File: config.mk
export PLATFORM = sky130hd
export DESIGN_NAME = edge_bit_sampler
export DESIGN_NICKNAME = d
export VERILOG_FILES = /design/src/rtl/edge_bit_sampler.sv
export SDC_FILE = /design/constraint.sdc
export NUM_CORES = 1
export LEC_CHECK = 0
export ABC_AREA = 1
export CAP_MARGIN = 20
export CORE_MARGIN = 4
export CORE_UTILIZATION = 35
export CTS_CLUSTER_SIZE = 20
export DETAILED_ROUTE_END_ITERATION = 7
export PLACE_DENSITY = 0.53
export SLEW_MARGIN = 25
export SYNTH_ARGS = -nofsm -noshare
export SYNTH_HDL_FRONTEND = slang
export SYNTH_SLANG_ARGS = --single-unit
export TNS_END_PERCENT = 5
File: constraint.sdc
create_clock -name CLK -period 3.32 [get_ports CLK]
set_input_delay 0.332 -clock CLK [delete_from_list [all_inputs] [get_ports CLK]]
set_output_delay 0.332 -clock CLK [all_outputs]
set_load 0.05 [all_outputs]
File: src/rtl/edge_bit_sampler.sv
// UART RX oversampling stage: edge/bit counters plus a three-sample majority
// vote of RX_IN around the middle of each bit.
module edge_bit_sampler #(
  parameter int edge_cnt_width = 6,
  parameter int prescale_width = 6,
  parameter int bit_cnt_width  = 4
) (
  input  logic                      CLK,
  input  logic                      RST,
  input  logic                      RX_IN,
  input  logic                      cnt_en,
  input  logic                      dat_samp_en,
  input  logic [prescale_width-1:0] prescale,
  output logic [edge_cnt_width-1:0] edge_cnt,
  output logic [bit_cnt_width-1:0]  bit_cnt,
  output logic                      sampled_bit,
  output logic                      sample_valid
);

  // One spare bit so mid-2 / prescale-1 underflow never aliases a real edge.
  localparam int CW = ((edge_cnt_width > prescale_width) ? edge_cnt_width : prescale_width) + 1;

  logic [CW-1:0] edge_x, pre_x, mid_x;
  logic          last_edge, at_s0, at_s1, at_s2, at_vote, vote;
  logic [2:0]    s;

  always_comb begin
    edge_x    = CW'(edge_cnt);
    pre_x     = CW'(prescale);
    mid_x     = pre_x >> 1;
    last_edge = (edge_x >= pre_x - CW'(1));
    // With cnt_en low the counters are being cleared, so no sample point applies.
    at_s0     = cnt_en && (edge_x == mid_x - CW'(2));
    at_s1     = cnt_en && (edge_x == mid_x - CW'(1));
    at_s2     = cnt_en && (edge_x == mid_x);
    at_vote   = cnt_en && (edge_x == mid_x + CW'(1));
    vote      = (s[0] & s[1]) | (s[0] & s[2]) | (s[1] & s[2]);
  end

  always_ff @(posedge CLK) begin
    if (!RST) begin
      edge_cnt <= '0;
      bit_cnt  <= '0;
    end else if (!cnt_en) begin
      edge_cnt <= '0;
      bit_cnt  <= '0;
    end else if (last_edge) begin
      edge_cnt <= '0;
      bit_cnt  <= bit_cnt + 1'b1;
    end else begin
      edge_cnt <= edge_cnt + 1'b1;
    end
  end

  always_ff @(posedge CLK) begin
    if (!RST) begin
      s            <= '1;
      sampled_bit  <= 1'b1;
      sample_valid <= 1'b0;
    end else if (!dat_samp_en) begin
      s            <= '1;
      sampled_bit  <= 1'b1;
      sample_valid <= 1'b0;
    end else begin
      if (at_s0) s[0] <= RX_IN;
      if (at_s1) s[1] <= RX_IN;
      if (at_s2) s[2] <= RX_IN;
      sample_valid <= at_vote;
      if (at_vote) sampled_bit <= vote;
    end
  end

endmodule

==> results of run 1 <==
stage by stage:
step | power (uW) | setup WS, ns
CTS | 462 | 0.727
detailed placement | 306 | 0.479
finish | 454 | 0.744
global placement | 308 | 0.476
floorplan | 267 | 1.33
global route | 485 | 0.454
state kept, by name, indices dropped and copies added (netlist names):
signal	flops
sampled_bit	1
sample_valid	1
edge_cnt	6
s	3
bit_cnt	4
synthesized netlist by cell type:
library cell / n / area [um2]
nand2_2: 3 / 18.8
nor3_2: 1 / 10.0
nand3_2: 3 / 30.0
and2_1: 1 / 6.26
nor2_1: 19 / 71.3
nand3_1: 19 / 95.1
nor3_1: 2 / 10.0
nand2_1: 73 / 274
nor2_4: 1 / 11.3
o21ai_1: 1 / 5.00
xnor2_1: 5 / 43.8
buf_2: 1 / 5.00
nand3b_1: 3 / 22.5
dfxtp_1: 15 / 300
nand4_2: 1 / 12.5
xor2_1: 7 / 61.3
ha_1: 15 / 188
buf_6: 1 / 11.3
a21oi_1: 8 / 40.0
nand4_1: 4 / 25.0
inv_1: 30 / 113
nor2_2: 1 / 6.26
nand3_4: 1 / 17.5
o21ai_0: 2 / 10.0
maj3_1: 1 / 10.0
path summary, 6_finish.rpt:
path | to
max | edge_cnt[3]$_SDFF_PP0_
min | s[1]$_SDFFE_PN1P_
max reg2reg | edge_cnt[3]$_SDFF_PP0_
min reg2reg | s[1]$_SDFFE_PN1P_
kinds of logic after synthesis:
group	share of synthesized area, %
buffers and inverters	9.22
XOR/XNOR	7.52
adder cells (fa/ha/maj)	14.1
AO/OA/AOI/OAI	3.94
AND/OR/NAND/NOR	43.7
flip-flops	21.5
layout by cell type, fill, tap and decap left out, drive strengths merged:
| cell | n |
|---|---|
| xor2 | 7 |
| nand3b | 3 |
| ha | 15 |
| a21oi | 8 |
| nor2 | 21 |
| clkbuf | 4 |
| xnor2 | 5 |
| clkdlybuf4s50 | 22 |
| inv | 30 |
| maj3 | 1 |
| nand2 | 76 |
| o21ai | 3 |
| and2 | 1 |
| buf | 2 |
| nand4 | 5 |
| nand3 | 23 |
| nor3 | 3 |
| dfxtp | 15 |
worst max-delay path, stage by stage:
cell and delay (ns):
clkdlybuf4s50_1 0.52, inv_1 0.20, ha_1 0.21, nand2_1 0.09, a21oi_1 0.17, xor2_1 0.16
inv_1 0.06, ha_1 0.29, nand2_1 0.09, inv_1 0.06, nand2_1 0.05, nand2_1 0.05
nand2_2 0.11, nand4_2 0.21, nor2_1 0.14
final cells by class:
| class | instances | area, um2 | area share (%) |
|---|---|---|---|
| clock buffers | 4 | 45.0 | 2.62 |
| multi-input cells | 171 | 968 | 56.3 |
| flip-flops and latches | 15 | 300 | 17.4 |
| well taps | 48 | 60.1 | 3.49 |
| inverters | 30 | 113 | 6.54 |
| repair buffers | 24 | 235 | 13.7 |
where the power goes:
group          internal [uW]  leakage [uW]  total (uW)  switching [uW]
clock                   85.0     0.0000228         152            66.8
sequential               182      0.000121         185            3.37
combinational           45.9      0.000678         117            71.2
total                    313      0.000822         454             141
routing by layer:
metal | GRT usage, % | share of wire [%] | up-vias | wire (um)
met3 | 3.55 | 3.2 | 2 | 107
li1 | - | - | 743 | -
met5 | 0 | 0 | - | 0
met2 | 22.6 | 45 | 24 | 1530
met1 | 19.0 | 51 | 557 | 1720
met4 | 2.51 | 0.65 | 0 | 22
==> flow_metrics.env, run 1 <==
export IMPL_drt_iter0_markers=58
export IMPL_dieArea_um2=5070
export IMPL_post_route_cell_area_um2=1720
export IMPL_status="finished, final reports clean"
export IMPL_finalNonFillerCells=292
export IMPL_clkLatencyLatePin_ns=0.25
export IMPL_grt_ovfl_total=0
export IMPL_nets=271
export IMPL_drive_gt1_share_pct=6.56
export IMPL_core_um2=3770
export IMPL_syn_to_final_growth_pct=23.2
export IMPL_cts_buffers=3
export IMPL_cts_resized=0
export IMPL_reg2reg_from="edge_cnt[2]$_SDFF_PP0_"
export IMPL_hpwl_um=2770
export IMPL_diodes=0
export IMPL_die_y_um=71.2
export IMPL_cts_root_buf="clkbuf_8"
export IMPL_cap_violations=0
export IMPL_ant_nets=0
export IMPL_grt_max_degree=10
export IMPL_slew_violations=0
export IMPL_whs_ns=0.466
export IMPL_rsz0062_at_grt="no"
export IMPL_required_ns=3.50
export IMPL_grt_usage_pct=14.0
export IMPL_place_gp_congestion=0.849
export IMPL_utilization_pct=45.7
export IMPL_vias_per_cell=4.54
export IMPL_cts_tree="yes"
export IMPL_holdPathStages=2
export IMPL_core_rowCount=22
export IMPL_postCtsHoldBufs=0
export IMPL_numPortBuffers=22
export IMPL_drc_errors=0
export IMPL_path_clk_slew_ns=0.06
export IMPL_syn_area_per_cell_um2=6.41
export IMPL_cts_sinks=15
export IMPL_synth_cells=218
export IMPL_max_freq_mhz=388
export IMPL_worstHoldPathType="reg2reg"
export IMPL_cp_arrival_ns=2.76
export IMPL_hold_violations=0
export IMPL_io_pin_count=23
export IMPL_post_cts_buffers=0
export IMPL_fin_worst_skew_ns=0.000817
export IMPL_path_max_fanout=6
export IMPL_synth_seq_cells=15
export IMPL_syn_cell_area_um2=1400
export IMPL_start_kind="input port"
export IMPL_power_density_nw_per_um2=264
export IMPL_drt_total_wl_um=3390
export IMPL_startpoint="prescale[2]"
export IMPL_place_area_um2=1680
export IMPL_min_from="s[1]$_SDFFE_PN1P_"
export IMPL_dp_cells=288
export IMPL_fin_crit_ns=2.58
export IMPL_ys_types=25
export IMPL_antenna_found_initial=0
export IMPL_setup_viol=0
export IMPL_tns_ns=0
export IMPL_fill_cells=385
export IMPL_first_global_vias=1236
export IMPL_yosysWarnings=0
export IMPL_vias=1326
export IMPL_grt_pass1_wl_um=5690
export IMPL_syn_nets=244
export IMPL_maxSlewHeadroom_pct=66.7
export IMPL_clockBufferDepth=2
export IMPL_htree_levels=1
export IMPL_leakagePower_uw=0.000822
export IMPL_fin_crit_sh_pct=77.6
export IMPL_worstSetupEndpointType="flip-flop"
export IMPL_wl_per_cell_um=11.6
export IMPL_r2r_slack_ns=1.69
export IMPL_critical_path_class="in2reg"
export IMPL_die_w_um=71.2
export IMPL_ys_seq_area_share_pct=21.5
export IMPL_ir_drop_mv=0.155
export IMPL_start_util_pct=37.1
export IMPL_worstMarginPinSlew_ns=0.498
export IMPL_first_pass_iters=4
export IMPL_r2r_cells=6
Note: power is estimated with default switching activity, not from simulation.
==> run 2: changes to the inputs <==
- PLACE_DENSITY: 0.53 -> 0.55
- clock period: 3.32 -> 2.12 ns (I/O delays scaled with it)
==> run 2 against run 1 <==
  * Via count rose by 4.5%
  * Register-to-register slack got worse by 1.2 ns
  * Utilization rose by 5.6 points
  * Cell area rose by 12%
  * Sequential share of layout area fell by 1.9 points
  * First-iteration DRC count fell by 5.2%
  * Sequential power rose by 57%
  * Wire length fell by 1.2%
  * Largest power group unchanged
==> flow_metrics.env, run 2 (synthesis results as in run 1) <==
export IMPL_status="finished, final reports clean"
export IMPL_largest_reg_flops=6
export IMPL_ir_drop_mv=0.271
export IMPL_numPortBuffers=22
export IMPL_dieArea_um2=5070
export IMPL_fin_crit_ns=1.94
export IMPL_setup_viol=0
export IMPL_dp_cells=306
export IMPL_path_clk_slew_ns=0.06
export IMPL_antenna_found_initial=0
export IMPL_leakagePower_uw=0.000932
export IMPL_crit_buf_inv=5
export IMPL_slowest_stage="ha_1"
export IMPL_core_rowCount=22
export IMPL_path_max_fanout=5
export IMPL_io_pin_count=23
export IMPL_grt_max_degree=10
export IMPL_hold_violations=0
export IMPL_grt_ovfl_total=0
export IMPL_drt_total_wl_um=3350
export IMPL_die_w_um=71.2
export IMPL_slowest_delay_ns=0.30
export IMPL_ant_nets=0
export IMPL_tns_ns=0
export IMPL_worstSetupEndpointType="flip-flop"
export IMPL_worstHoldEndpoint="s[2]$_SDFFE_PN1P_"
export IMPL_post_route_cell_area_um2=1930
export IMPL_htree_levels=1
export IMPL_crit_family="simple AND/OR/NAND/NOR gates"
export IMPL_cts_sinks=15
export IMPL_vias_per_cell=4.47
export IMPL_cts_tree="yes"
export IMPL_final_cell_mix="70 x nand2_1, 26 x inv_1, 20 x buf_4"
export IMPL_wl_per_cell_um=10.8
export IMPL_worstMarginPinSlew_ns=0.499
export IMPL_fill_cells=384
export IMPL_nets=289
export IMPL_postCtsHoldBufs=0
export IMPL_worstHoldPathType="reg2reg"
export IMPL_hpwl_um=2790
export IMPL_path_cells="dlygate4sd2_1 -> inv_2 -> buf_4 -> ha_2 -> inv_1 -> nand2_2 -> nand2_1 -> xor2_1 -> ha_1 -> nand2_2 -> inv_2 -> nand2_1 -> nand2_2 -> nand2_4 -> nand3_4 -> nand2_1 -> nand2_1 -> nor2_1"
export IMPL_min_from="s[2]$_SDFFE_PN1P_"
export IMPL_r2r_slack_ns=0.45
export IMPL_reg2reg_from="edge_cnt[2]$_SDFF_PP0_"
export IMPL_vias=1386
export IMPL_r2r_cells=8
export IMPL_grt_usage_pct=13.9
export IMPL_start_kind="input port"
export IMPL_drc_errors=0
export IMPL_first_global_vias=1285
export IMPL_crit_top_cell="nand2_1"
export IMPL_fin_crit_sh_pct=91.4
export IMPL_reg2reg_to="bit_cnt[0]$_SDFFE_PN0P_"
export IMPL_fin_worst_skew_ns=0.00311
export IMPL_place_gp_congestion=0.879
export IMPL_drive_gt1_share_pct=19.1
export IMPL_place_area_um2=1810
export IMPL_power_density_nw_per_um2=387
export IMPL_final_common_cell="nand2_1"
export IMPL_grt_pass1_wl_um=5720
export IMPL_diodes=0
export IMPL_cts_root_buf="clkbuf_8"
export IMPL_clkLatencyLatePin_ns=0.25
export IMPL_max_freq_mhz=516
export IMPL_core_um2=3770
export IMPL_clockBufferDepth=2
export IMPL_first_pass_iters=4
export IMPL_required_ns=2.31
export IMPL_regMostFlops="edge_cnt"
export IMPL_die_y_um=71.2
export IMPL_syn_to_final_growth_pct=38.2
export IMPL_maxSlewHeadroom_pct=66.7
export IMPL_start_util_pct=37.1
export IMPL_finalNonFillerCells=310
export IMPL_critical_path_class="in2reg"
export IMPL_dp_slack_ns=-0.379
export IMPL_setup_slack_ns=0.182
export IMPL_reg_top3="edge_cnt: 6 flops, bit_cnt: 4 flops, s: 3 flops"
export IMPL_drt_iter0_markers=55
export IMPL_cts_buffers=3
export IMPL_holdPathStages=2
export IMPL_slew_violations=0
export IMPL_cp_arrival_ns=2.13
export IMPL_cap_violations=0
## run 2: cell types whose count changed in the layout (fill, tap and decap cells not counted), moves of 4 or more
cell             before  now
buf_4                 2   20
clkdlybuf4s50_1      22   18
inv_1                30   26
inv_2                 0    4
## run 2: layout make-up
class / instances / area [um2] / share of cell area [%]
flip-flops and latches: 15 / 300 / 15.5
multi-input cells: 171 / 1040 / 53.8
well taps: 48 / 60.1 / 3.11
inverters: 30 / 113 / 5.83
clock inverters: 1 / 5.00 / 0.259
clock buffers: 3 / 41.3 / 2.14
repair buffers: 42 / 373 / 19.3
## run 2: worst register-to-register path, cell delays in order, from the launching register on
cell and delay [ns]:
dfxtp_1 0.56, ha_1 0.34, a21oi_1 0.14, nand2_1 0.09, nand3_2 0.16, nand3_4 0.11
nand2_1 0.07, nand2_1 0.05, nor2_1 0.09
## run 2: repair_timing
action,CTS,global route
pin swaps,5,6
endpoints found under the setup margin,10,10
gates cloned,0,0
setup buffers,0,0
gates resized for setup,9,14
## run 2: worst max-delay path by stage
stage	start	end	slack, ns	cells past startpoint
2_1_floorplan	prescale[2]	bit_cnt[0]$_SDFFE_PN0P_	0.25	15
3_3_place_gp	prescale[1]	bit_cnt[0]$_SDFFE_PN0P_	-0.35	16
3_5_place_dp	prescale[1]	edge_cnt[5]$_SDFF_PP0_	-0.38	15
4_1_cts	prescale[3]	bit_cnt[0]$_SDFFE_PN0P_	0.02	15
5_1_grt	prescale[1]	bit_cnt[0]$_SDFFE_PN0P_	-0.01	18
6_report	prescale[1]	bit_cnt[0]$_SDFFE_PN0P_	0.18	18
## run 2: layer usage
metal	vias up	track usage [%]	wire length [um]
li1	778	-	-
met2	12	22.2	1530
met3	4	3.41	86
met5	-	0	0
met4	0	2.51	27
met1	592	19.1	1700
## run 2: where the power goes
group          internal (uW)  switching [uW]  leakage (uW)  total, uW
logic                   95.1             122      0.000785        217
registers                285            4.95      0.000121        290
clock network            130             111     0.0000255        241
## run 2: stage by stage
| stage | util (%) | hold slack, ns | power, uW |
|---|---|---|---|
| floorplan | - | 0.338 | 419 |
| global placement | 48.0 | 0.451 | 505 |
| detailed placement | 48.0 | 0.461 | 504 |
| CTS | 50.1 | 0.478 | 754 |
| global route | 51.2 | 0.508 | 797 |
| finish | 51.2 | 0.469 | 748 |
